$ cat src/rtl/id_pkg.sv
// Shared opcode map, instruction field positions and control-bundle types
// for the ID stage and its combinational decoder.
package id_pkg;

   localparam int OPC_HI  = 31;
   localparam int OPC_LO  = 25;
   localparam int S_BIT   = 28;
   localparam int ALU_HI  = 27;
   localparam int ALU_LO  = 25;
   localparam int RD_LO   = 22;
   localparam int RS1_LO  = 19;
   localparam int RS2_LO  = 16;
   localparam int COND_HI = 24;
   localparam int COND_LO = 21;

   localparam logic [6:0] OPC_LOAD  = 7'b1000000;
   localparam logic [6:0] OPC_STOR  = 7'b1000001;
   localparam logic [6:0] OPC_MOV   = 7'b0000000;
   localparam logic [6:0] OPC_MOVT  = 7'b0000001;
   localparam logic [6:0] OPC_LSL   = 7'b0000100;
   localparam logic [6:0] OPC_LSR   = 7'b0000101;
   localparam logic [6:0] OPC_CLR   = 7'b0000010;
   localparam logic [6:0] OPC_SET   = 7'b0000011;
   localparam logic [6:0] OPC_NOT   = 7'b0110110;
   localparam logic [6:0] OPC_B     = 7'b1100000;
   localparam logic [6:0] OPC_BCOND = 7'b1100001;
   localparam logic [6:0] OPC_BR    = 7'b1100010;
   localparam logic [6:0] OPC_NOP   = 7'b1100100;
   localparam logic [6:0] OPC_HALT  = 7'b1101000;

   // ALU classes are identified by opcode bits [6:4]; bit 3 is the S flag.
   localparam logic [2:0] ALU_CLS_IMM = 3'b001;
   localparam logic [2:0] ALU_CLS_REG = 3'b011;

   typedef enum logic [1:0] {
      WB_ALU   = 2'd0,
      WB_MEM   = 2'd1,
      WB_IMM   = 2'd2,
      WB_MERGE = 2'd3
   } wb_sel_e;

   typedef enum logic [2:0] {
      ALU_ADD = 3'd0,
      ALU_SUB = 3'd1,
      ALU_AND = 3'd2,
      ALU_OR  = 3'd3,
      ALU_XOR = 3'd4,
      ALU_LSL = 3'd5,
      ALU_NOT = 3'd6,
      ALU_LSR = 3'd7
   } alu_op_e;

   typedef enum logic [1:0] {
      IMM_ZEXT = 2'd0,
      IMM_ONES = 2'd1,
      IMM_ZERO = 2'd2
   } imm_mode_e;

   typedef struct packed {
      alu_op_e    alu_op;
      logic       use_imm;
      logic       reg_we;
      logic       flags_we;
      logic       mem_rd;
      logic       mem_wr;
      wb_sel_e    wb_sel;
      logic       merge_hi;
      logic       bcond;
      logic [3:0] cond;
      logic       halt;
   } ctrl_t;

   function automatic logic is_alu_class(input logic [6:0] opc);
      return (opc[6:4] == ALU_CLS_IMM) || (opc[6:4] == ALU_CLS_REG);
   endfunction

endpackage

$ cat src/rtl/id_decode_comb.sv
// Pure combinational opcode decoder: instruction word to control bundle,
// register indices, immediate and the mask of source fields actually read.
module id_decode_comb
   import id_pkg::*;
#(
   parameter int XLEN  = 32,
   parameter int RAW   = 3,
   parameter int IMM_W = 16
) (
   input  logic [31:0]     instr,
   output ctrl_t           ctrl,
   output logic [XLEN-1:0] imm,
   output logic [RAW-1:0]  rd,
   output logic [RAW-1:0]  rs1,
   output logic [RAW-1:0]  rs2,
   output logic [RAW-1:0]  fld_rd,
   output logic [RAW-1:0]  fld_rs1,
   output logic [RAW-1:0]  fld_rs2,
   output logic            use_rd,
   output logic            use_rs1,
   output logic            use_rs2,
   output logic            illegal
);

   logic [6:0] opc;
   imm_mode_e  imm_mode;

   assign opc     = instr[OPC_HI:OPC_LO];
   assign fld_rd  = instr[RD_LO  +: RAW];
   assign fld_rs1 = instr[RS1_LO +: RAW];
   assign fld_rs2 = instr[RS2_LO +: RAW];

   always_comb begin
      ctrl        = '0;
      ctrl.alu_op = alu_op_e'(instr[ALU_HI:ALU_LO]);
      ctrl.wb_sel = WB_ALU;
      imm_mode    = IMM_ZEXT;
      use_rd      = 1'b0;
      use_rs1     = 1'b0;
      use_rs2     = 1'b0;
      illegal     = 1'b0;
      if (is_alu_class(opc)) begin
         ctrl.reg_we   = 1'b1;
         ctrl.flags_we = instr[S_BIT];
         use_rs1       = 1'b1;
         if (opc[6:4] == ALU_CLS_IMM) begin
            ctrl.use_imm = 1'b1;
         end else begin
            // NOT is a register-class op with a single operand.
            use_rs2 = (opc != OPC_NOT);
         end
      end else begin
         case (opc)
            OPC_LSL, OPC_LSR: begin
               ctrl.reg_we  = 1'b1;
               ctrl.use_imm = 1'b1;
               ctrl.alu_op  = (opc == OPC_LSL) ? ALU_LSL : ALU_LSR;
               use_rs1      = 1'b1;
            end
            OPC_MOV, OPC_MOVT: begin
               ctrl.reg_we   = 1'b1;
               ctrl.wb_sel   = WB_MERGE;
               ctrl.merge_hi = (opc == OPC_MOVT);
               use_rd        = 1'b1;
            end
            OPC_CLR, OPC_SET: begin
               ctrl.reg_we = 1'b1;
               ctrl.wb_sel = WB_IMM;
               imm_mode    = (opc == OPC_SET) ? IMM_ONES : IMM_ZERO;
            end
            OPC_LOAD: begin
               ctrl.reg_we  = 1'b1;
               ctrl.mem_rd  = 1'b1;
               ctrl.wb_sel  = WB_MEM;
               ctrl.use_imm = 1'b1;
               use_rs1      = 1'b1;
            end
            OPC_STOR: begin
               ctrl.mem_wr  = 1'b1;
               ctrl.use_imm = 1'b1;
               use_rs1      = 1'b1;
               use_rd       = 1'b1;
            end
            OPC_BCOND: begin
               ctrl.bcond = 1'b1;
               ctrl.cond  = instr[COND_HI:COND_LO];
            end
            OPC_NOP: begin
            end
            OPC_HALT: begin
               ctrl.halt = 1'b1;
            end
            default: begin
               illegal = 1'b1;
            end
         endcase
      end
   end

   always_comb begin
      case (imm_mode)
         IMM_ONES: imm = '1;
         IMM_ZERO: imm = '0;
         default:  imm = XLEN'(instr[IMM_W-1:0]);
      endcase
   end

   // STOR carries its data register in the rd field; it lands on rs2.
   assign rd  = ctrl.reg_we ? fld_rd : '0;
   assign rs1 = (use_rd && !ctrl.mem_wr) ? fld_rd : (use_rs1 ? fld_rs1 : '0);
   assign rs2 = use_rs2 ? fld_rs2 : (ctrl.mem_wr ? fld_rd : '0);

endmodule

$ cat src/rtl/id_stage_pipe.sv
// Pipelined ID stage: IF/EX valid-ready handshake, load-use interlock,
// flush, HALT latching, illegal-opcode pulse and the ID/EX register.
module id_stage_pipe
   import id_pkg::*;
#(
   parameter int  XLEN  = 32,
   parameter int  NREGS = 8,
   parameter int  IMM_W = 16,
   localparam int RAW   = $clog2(NREGS)
) (
   input  logic            clk,
   input  logic            rst_n,
   input  logic            if_valid,
   input  logic [31:0]     if_instr,
   output logic            id_ready,
   input  logic            flush,
   output logic [RAW-1:0]  rf_raddr1,
   output logic [RAW-1:0]  rf_raddr2,
   output logic            ex_valid,
   input  logic            ex_ready,
   output logic [2:0]      ex_alu_op,
   output logic [RAW-1:0]  ex_rd,
   output logic [RAW-1:0]  ex_rs1,
   output logic [RAW-1:0]  ex_rs2,
   output logic [XLEN-1:0] ex_imm,
   output logic            ex_use_imm,
   output logic            ex_reg_we,
   output logic            ex_flags_we,
   output logic            ex_mem_rd,
   output logic            ex_mem_wr,
   output logic [1:0]      ex_wb_sel,
   output logic            ex_merge_hi,
   output logic            ex_bcond,
   output logic [3:0]      ex_cond,
   output logic            ex_halt,
   output logic            halted,
   output logic            illegal
);

   if (RAW < 1 || RAW > 3) begin : g_bad_nregs
      $error("id_stage_pipe: NREGS must give a register index of 1..3 bits");
   end

   ctrl_t           dec_ctrl;
   logic [XLEN-1:0] dec_imm;
   logic [RAW-1:0]  dec_rd, dec_rs1, dec_rs2;
   logic [RAW-1:0]  fld_rd, fld_rs1, fld_rs2;
   logic            use_rd, use_rs1, use_rs2;
   logic            dec_illegal;

   ctrl_t           ctrl_p1;
   logic [XLEN-1:0] imm_p1;
   logic [RAW-1:0]  rd_p1, rs1_p1, rs2_p1;
   logic            vld_p1;
   logic            halted_q;
   logic            illegal_q;

   logic            src_hit;
   logic            stall;
   logic            accept;

   id_decode_comb #(
      .XLEN  (XLEN),
      .RAW   (RAW),
      .IMM_W (IMM_W)
   ) u_decode (
      .instr   (if_instr),
      .ctrl    (dec_ctrl),
      .imm     (dec_imm),
      .rd      (dec_rd),
      .rs1     (dec_rs1),
      .rs2     (dec_rs2),
      .fld_rd  (fld_rd),
      .fld_rs1 (fld_rs1),
      .fld_rs2 (fld_rs2),
      .use_rd  (use_rd),
      .use_rs1 (use_rs1),
      .use_rs2 (use_rs2),
      .illegal (dec_illegal)
   );

   assign rf_raddr1 = use_rd ? fld_rd : fld_rs1;
   assign rf_raddr2 = fld_rs2;

   // Load-use hazard: the load in EX writes a register the incoming op reads.
   assign src_hit = (use_rs1 && (fld_rs1 == rd_p1)) ||
                    (use_rs2 && (fld_rs2 == rd_p1)) ||
                    (use_rd  && (fld_rd  == rd_p1));
   assign stall    = if_valid && vld_p1 && ctrl_p1.mem_rd && src_hit;
   assign id_ready = !halted_q && !flush && !stall && (!vld_p1 || ex_ready);
   assign accept   = if_valid && id_ready;

   // ---- ID/EX pipeline register ----
   always_ff @(posedge clk or negedge rst_n) begin
      if (!rst_n) begin
         vld_p1    <= 1'b0;
         halted_q  <= 1'b0;
         illegal_q <= 1'b0;
         ctrl_p1   <= '0;
         imm_p1    <= '0;
         rd_p1     <= '0;
         rs1_p1    <= '0;
         rs2_p1    <= '0;
      end else begin
         illegal_q <= accept && dec_illegal;
         if (accept && dec_ctrl.halt) begin
            halted_q <= 1'b1;
         end
         if (flush) begin
            vld_p1 <= 1'b0;
         end else if (accept) begin
            vld_p1 <= !dec_illegal;
         end else if (ex_ready) begin
            vld_p1 <= 1'b0;
         end
         if (accept && !dec_illegal) begin
            ctrl_p1 <= dec_ctrl;
            imm_p1  <= dec_imm;
            rd_p1   <= dec_rd;
            rs1_p1  <= dec_rs1;
            rs2_p1  <= dec_rs2;
         end
      end
   end

   assign ex_valid    = vld_p1;
   assign ex_alu_op   = ctrl_p1.alu_op;
   assign ex_rd       = rd_p1;
   assign ex_rs1      = rs1_p1;
   assign ex_rs2      = rs2_p1;
   assign ex_imm      = imm_p1;
   assign ex_use_imm  = ctrl_p1.use_imm;
   assign ex_reg_we   = ctrl_p1.reg_we;
   assign ex_flags_we = ctrl_p1.flags_we;
   assign ex_mem_rd   = ctrl_p1.mem_rd;
   assign ex_mem_wr   = ctrl_p1.mem_wr;
   assign ex_wb_sel   = ctrl_p1.wb_sel;
   assign ex_merge_hi = ctrl_p1.merge_hi;
   assign ex_bcond    = ctrl_p1.bcond;
   assign ex_cond     = ctrl_p1.cond;
   assign ex_halt     = ctrl_p1.halt;
   assign halted      = halted_q;
   assign illegal     = illegal_q;

endmodule

$ cat config.mk
export PLATFORM = sky130hd
export DESIGN_NAME = id_stage_pipe
export DESIGN_NICKNAME = d
export VERILOG_FILES = /design/src/rtl/id_pkg.sv /design/src/rtl/id_decode_comb.sv /design/src/rtl/id_stage_pipe.sv
export SDC_FILE = /design/constraint.sdc
export NUM_CORES = 1
export LEC_CHECK = 0
export BUFFER_PORTS_ARGS = -buffer_cell sky130_fd_sc_hd__buf_4
export CAP_MARGIN = 15
export CORE_ASPECT_RATIO = 1.5
export CORE_MARGIN = 2
export CORE_UTILIZATION = 45
export DETAILED_ROUTE_END_ITERATION = 10
export GPL_TIMING_DRIVEN = 0
export PLACE_DENSITY = 0.76
export RECOVER_POWER = 100
export SKIP_LAST_GASP = 1
export SLEW_MARGIN = 20
export SYNTH_ARGS = -nofsm -noshare
export SYNTH_HDL_FRONTEND = slang
export SYNTH_SLANG_ARGS = --single-unit
$ cat constraint.sdc
create_clock -name clk -period 2.6 [get_ports clk]
set_clock_uncertainty 0.2 [all_clocks]
set_input_delay 0.52 -clock clk [delete_from_list [all_inputs] [get_ports clk]]
set_output_delay 0.52 -clock clk [all_outputs]
set_load 0.005 [all_outputs]
==> flow_summary.json, run 1 <==
{
  "max_freq_mhz": 391.1,
  "synthTopCellsByArea": "dfrtp_1, a2bb2oi_1, buf_4",
  "synth_cell_types": 42,
  "synth_nets": 269,
  "clock_sinks": 46,
  "start_util_pct": 46.71,
  "tns_ns": 0,
  "slew_viol_final": 0,
  "cap_violations": 0,
  "cp.required_ns": 1.88,
  "syn_inst": 232,
  "drt_first_pass_iters": 5,
  "endpoint_kind": "output port",
  "drc": 0,
  "routed_wl_um": 6204,
  "max_slew_margin_pct": 26.55,
  "pwr-share-clk_pct": 27.8,
  "drt_iter0_drc": 58,
  "power_mw": 2.004,
  "ant_nets": 0,
  "wl_per_cell_um": 15.02,
  "wl_met1_um": 2394,
  "vias": 2186,
  "row_count": 32,
  "fin_util_pct": 66.91,
  "path_cells": "buf_4 > clkbuf_4 > o311a_4 > a32oi_4 > a21boi_2 > a31oi_1 > buf_4",
  "rsz0062_at_grt": "yes",
  "post-route-period-util_pct": 98.35,
  "layout-drive-gt1-share_pct": 46.67,
  "pwr-share-comb_pct": 26.5,
  "power.density_mw_per_mm2": 579.9,
  "setup_violations": 0,
  "p_switching_uw": 567.5,
  "root_buffer": "clkbuf_8",
  "syn_area_mm2": 0.002412,
  "crit_slowest_cell": "o311a_4",
  "ys_warn_count": 0,
  "overflow": 0,
  "cp_max_fo": 10,
  "final_nets": 381,
  "synth-seq-area-share_pct": 47.72,
  "hold_viol_final": 0,
  "synth_edf_count": 0,
  "highest_layer": "met4",
  "ys_async_sr_fraction_pct": 100.0,
  "crit_arrival_ns": 1.84,
  "whs_ns": 0.2000,
  "startpoint_type": "primary input",
  "pre_cts_ws_ns": -0.2470,
  "cts_made_buffers": 5,
  "synth_area_per_cell_um2": 10.40,
  "fillers": 428,
  "dieArea_mm2": 0.005974,
  "via_per_inst": 5.293,
  "clockBufferDepth": 2,
  "grt_start_max_net_pins": 47,
  "die_x_um": 63.78,
  "ios": 105,
  "intPower_mw": 1.436,
  "leakage_nw": 1.719,
  "hp-class": "in2async",
  "grt_pass1_vias": 2072,
  "syn2layout_area_growth_pct": 43.26,
  "htreeDepth": 2,
  "cp_common_cell": "buf_4",
  "finalWorstSetupSlack_ns": 0.04278,
  "crit_type": "in2out",
  "gr-usage-all-layers_pct": 21.36,
  "grt_pass1_wl_um": 10030,
  "path_clk_slew_ns": 0.09,
  "ir_drop_uv": 506.3,
  "coreArea_mm2": 0.005165,
  "synth_top_area_share_pct": 47.72,
  "dp.final_hpwl_um": 4682,
  "route.met3.wl_um": 409,
  "yosysTopAreaCell": "dfrtp_1",
  "grt_antenna_before_repair": 0,
  "synth-seq-cells": 46,
  "yosysMostFrequentCell": "dfrtp_1",
  "numPortBuffers": 102,
  "worstSkewPairLatency_ns": 0.31,
  "seq_power_share_pct": 45.7,
  "gp_congestion": 0.9022,
  "worst_path_largest_cell_delay_ns": 0.40,
  "cp_top_family": "compound AO/OA/AOI/OAI gates",
  "ys_top_cells_by_count": "dfrtp_1, nand2_1, a2bb2oi_1",
  "die_h_um": 93.67,
  "wl_met2_um": 3271,
  "finalCriticalPeriod_ns": 2.557,
  "antenna_cells": 0,
  "status": "finished, final reports clean",
  "tightest_slew_ns": 1.102,
  "synthFlopType": "dfrtp_1",
  "netSwitchingFraction_pct": 28.32,
  "cts_tree": "done",
  "worst-path-buf-inv": 3
}
[kinds of logic (layout without fill, tap and decap cells)]
kind of cell / after synthesis / count (layout) / share of synthesized area (%)
muxes: 5 / 5 / 2.334
xor gates and xnor gates: 10 / 10 / 3.631
buffers and inverters: 33 / 146 / 9.439
AOI/OAI and AO/OA: 68 / 68 / 22.67
and+or+nand+nor: 70 / 70 / 14.21
DFF: 46 / 46 / 47.72
[power groups by stage]
stage	Clock (mW)	Combinational [mW]	Sequential, mW
after global routing	0.589	0.581	0.933
after CTS	0.555	0.539	0.919
after global placement	0	0.524	0.928
after floorplan	0	0.220	0.928
after detailed placement	0	0.534	0.927
final	0.557	0.531	0.916
[registers in the layout, summed over array words and instances, names as in the netlist, 2 cells and up]
signal     cells
ex_rs1         3
ex_rd          3
ex_alu_op      3
ex_wb_sel      2
ex_rs2         3
ex_imm        17
ex_cond        4
[layout make-up]
type                    count  area [um2]  share of cell area [%]
clock inverters             3       43.79                   1.267
inverters                   2       7.507                  0.2172
multi-input cells         153        1104                   31.93
repair buffers            105       770.7                   22.30
plain buffers              31       225.2                   6.517
clock buffers               5       68.82                   1.991
well taps                  68       85.08                   2.462
flip-flops and latches     46        1151                   33.31
[worst paths after layout]
| check | startpoint | endpoint | slack (ns) | cells after the start |
|---|---|---|---|---|
| worst max-delay path | if_instr[28] | id_ready | 0.04 | 7 |
| worst min-delay path | rst_n | ex_imm[4] | 0.20 | 1 |
| worst max register to register | ex_rd[1] | ex_cond[2] | 0.26 | 7 |
| min in group clk | flush | ex_valid | 0.22 | 2 |
| worst min register to register | ex_bcond | ex_bcond | 0.29 | 1 |
| max in group asynchronous | rst_n | ex_valid | 1.32 | 1 |
[metal layers]
layer	up-vias	global-route usage, %
li1	1047	-
met5	-	0
met4	0	9.058
met3	12	5.396
met2	86	36.37
met1	1041	25.31
[what timing repair did]
| action | CTS | global route |
|---|---|---|
| buffers inserted | 2 | 1 |
| setup endpoints to repair | 3 | 5 |
| hold buffers | 0 | 0 |
| hold endpoints to repair | 0 | 0 |
| pin swaps | 0 | 2 |
| resized for setup | 6 | 14 |
[through the flow]
stage,std cells,cell area (um2)
6_report,413,3456
4_1_cts,412,3420
3_5_place_dp,402,3263
5_1_grt,413,3456
3_3_place_gp,402,3263
2_1_floorplan,232,2412
[worst reg2reg max path: cells and delay by family (launching register included)]
kind / cells / cell delay [ns]
DFF: 1 / 0.47
xor gates and xnor gates: 1 / 0.18
and+or+nand+nor: 2 / 0.39
buffers and inverters: 1 / 0.30
AOI/OAI and AO/OA: 3 / 0.69
[layout by cell type (no fill, tap or decap), types with 2 or more instances in the layout]
cell type  synthesis  routed
clkbuf_4           0      60
buf_4             20      59
dfrtp_1           46      46
nand2_1           33      32
a2bb2oi_1         24      23
nor2_1            10      10
xor2_1             9       9
o21ai_0           10       8
a22o_1             8       8
nor3_2             2       7
clkbuf_1           3       6
a221oi_1           6       6
mux2_2             5       5
clkbuf_8           0       5
clkbuf_2           0       4
buf_6              3       4
a31oi_1            4       4
a21oi_1            3       3
nor2b_1            3       3
buf_2              5       3
a21o_1             3       3
nand2_2            1       2
nand2b_1           2       2
o21bai_1           2       2
nand3_1            2       2
and3_1             2       2
o21ai_2            1       2
nand4_1            2       2
Power figures use the tool's default switching activity.
==> run 2, diff against run 1 <==
--- a/config.mk
+++ b/config.mk
@@ -5,13 +5,13 @@
 export SDC_FILE = /design/constraint.sdc
 export NUM_CORES = 1
 export LEC_CHECK = 0
-export BUFFER_PORTS_ARGS = -buffer_cell sky130_fd_sc_hd__buf_4
+export BUFFER_PORTS_ARGS = -buffer_cell sky130_fd_sc_hd__buf_2
 export CAP_MARGIN = 15
 export CORE_ASPECT_RATIO = 1.5
 export CORE_MARGIN = 2
 export CORE_UTILIZATION = 45
 export DETAILED_ROUTE_END_ITERATION = 10
-export GPL_TIMING_DRIVEN = 0
+export GPL_TIMING_DRIVEN = 1
 export PLACE_DENSITY = 0.76
 export RECOVER_POWER = 100
 export SKIP_LAST_GASP = 1
==> flow_summary.json, run 2 (same netlist as run 1, synthesis figures left out) <==
{
  "root_buffer": "clkbuf_8",
  "mostFrequentLayoutCells": "buf_2, dfrtp_1, nand2_1, buf_4, a2bb2oi_1",
  "grt_pass1_wl_um": 9749,
  "via_per_inst": 5.342,
  "numPortBuffers": 104,
  "r2r_end": "ex_mem_wr",
  "start_util_pct": 46.71,
  "wl_per_cell_um": 15.09,
  "intPower_mw": 1.371,
  "final_nets": 375,
  "clock_sinks": 46,
  "max_slew_margin_pct": 27.51,
  "dieArea_mm2": 0.005974,
  "layout-drive-gt1-share_pct": 40.71,
  "leakage_nw": 1.581,
  "hold_viol_final": 0,
  "cts_tree": "done",
  "fillers": 443,
  "cp-startpoint": "ex_rd[0]",
  "cp_max_fo": 5,
  "syn2layout_area_growth_pct": 29.41,
  "power.density_mw_per_mm2": 615.5,
  "worstRegToRegCells": 8,
  "drc": 0,
  "path_clk_slew_ns": 0.09,
  "cap_violations": 0,
  "p_switching_uw": 550.0,
  "grt_start_max_net_pins": 47,
  "seq_power_share_pct": 47.4,
  "vias": 2174,
  "drt_iter0_drc": 52,
  "finalNonFillerCells": 407,
  "final_common_cell": "buf_2",
  "dp.final_hpwl_um": 4565,
  "r2r-start": "ex_rd[0]",
  "htreeDepth": 2,
  "endpoint_kind": "output port",
  "cts_made_buffers": 5,
  "place_area_mm2": 0.002985,
  "design_area_mm2": 0.003122,
  "cp.required_ns": 1.88,
  "post-route-period-util_pct": 97.16,
  "setup_violations": 0,
  "slew_viol_final": 0,
  "clockBufferDepth": 2,
  "max_freq_mhz": 395.9,
  "hp-class": "in2reg",
  "row_count": 32,
  "startpoint_type": "flip-flop",
  "die_x_um": 63.78,
  "cts_hold_buf": 0,
  "pwr-share-clk_pct": 28.0,
  "status": "finished, final reports clean",
  "grt_pass1_vias": 2071,
  "ant_nets": 0,
  "drt_first_pass_iters": 4,
  "ios": 105,
  "gp_congestion": 0.8653,
  "pwr-share-comb_pct": 24.6,
  "grt_antenna_before_repair": 0,
  "netSwitchingFraction_pct": 28.63,
  "tightest_slew_ns": 1.087,
  "r2r_setup_slack_ns": 0.29,
  "critPathCapture": "id_ready",
  "die_h_um": 93.67,
  "crit_type": "reg2out",
  "ir_drop_uv": 424.2,
  "overflow": 0,
  "largest_reg_flops": 17,
  "rsz0062_at_grt": "yes",
  "crit_arrival_ns": 1.81,
  "finalCriticalPeriod_ns": 2.526,
  "routed_wl_um": 6143,
  "worstSkewPairLatency_ns": 0.30,
  "coreArea_mm2": 0.005165,
  "gr-usage-all-layers_pct": 20.92,
  "antenna_cells": 0,
  "dp_cells": 398
}
## run 2: changes by cell type in the layout (fill, tap and decap cells not counted), moves of 3 or more
| cell | previous run | this run |
|---|---|---|
| buf_2 | 3 | 83 |
| buf_6 | 4 | 0 |
| buf_4 | 59 | 24 |
| clkbuf_1 | 6 | 20 |
| clkbuf_4 | 60 | 0 |
| clkbuf_2 | 4 | 1 |
## run 2: timing repair
item | CTS | global route
buffers inserted | 0 | 0
endpoints found under the setup margin | 1 | 24
resized for setup | 2 | 11
pin swaps | 0 | 1
cloned | 0 | 1
## run 2: worst max-delay path, cell delays in order (launching register included)
cell	delay [ns]
dfrtp_2	0.46
xor2_1	0.16
nor3_2	0.18
buf_4	0.14
a32oi_2	0.11
a21boi_1	0.21
a31oi_1	0.10
buf_2	0.13
## run 2: final cells by class
type	count	area [um2]	area share (%)
clock inverter	2	37.54	1.202
clock buffer	6	72.57	2.325
multi-input combinational	154	1086	34.79
inverter	2	7.507	0.2405
sequential	46	1154	36.95
timing repair buffer	129	679.4	21.76
tap	68	85.08	2.725
## run 2: how the worst min path moves through the flow
stage / startpoint / endpoint / slack [ns] / cells after the start
floorplan: rst_n / ex_alu_op[0] / 0.02 / 0
global placement: ex_bcond / ex_bcond / 0.26 / 1
detailed placement: ex_reg_we / ex_reg_we / 0.26 / 1
CTS: rst_n / ex_rs2[2] / 0.11 / 2
global route: flush / ex_valid / 0.22 / 2
finish: flush / ex_valid / 0.23 / 2
## run 2: stage by stage
step / setup slack (ns) / hold WS [ns] / util (%) / total power, mW / TNS (ns)
6_report: 0.07396 / 0.2327 / 60.44 / 1.921 / 0
5_1_grt: -0.01287 / 0.2232 / 60.44 / 2.031 / -0.01287
4_1_cts: 0.01862 / 0.1122 / 60.03 / 1.930 / 0
3_5_place_dp: -0.1704 / 0.2612 / 57.80 / 1.391 / -2.728
3_3_place_gp: -0.05951 / 0.2588 / 57.80 / 1.382 / -1.057
2_1_floorplan: 0.1134 / 0.02441 / - / 1.148 / 0
## run 2: routing by layer
layer  track usage [%]  share of wire (%)  vias to the layer above
met2             38.11                 53                       84
met4             6.703                1.9                        0
met5                 0                  0                        -
li1                  -                  -                     1037
met1             23.49                 39                     1043
met3             5.276                6.3                       10
## run 2: power by group through the flow
stage	Combinational, mW	Sequential (mW)	Clock (mW)
after floorplan	0.220	0.928	0
after global placement	0.465	0.918	0
after detailed placement	0.475	0.916	0
after CTS	0.478	0.907	0.546
after global routing	0.522	0.928	0.582
final	0.472	0.911	0.538
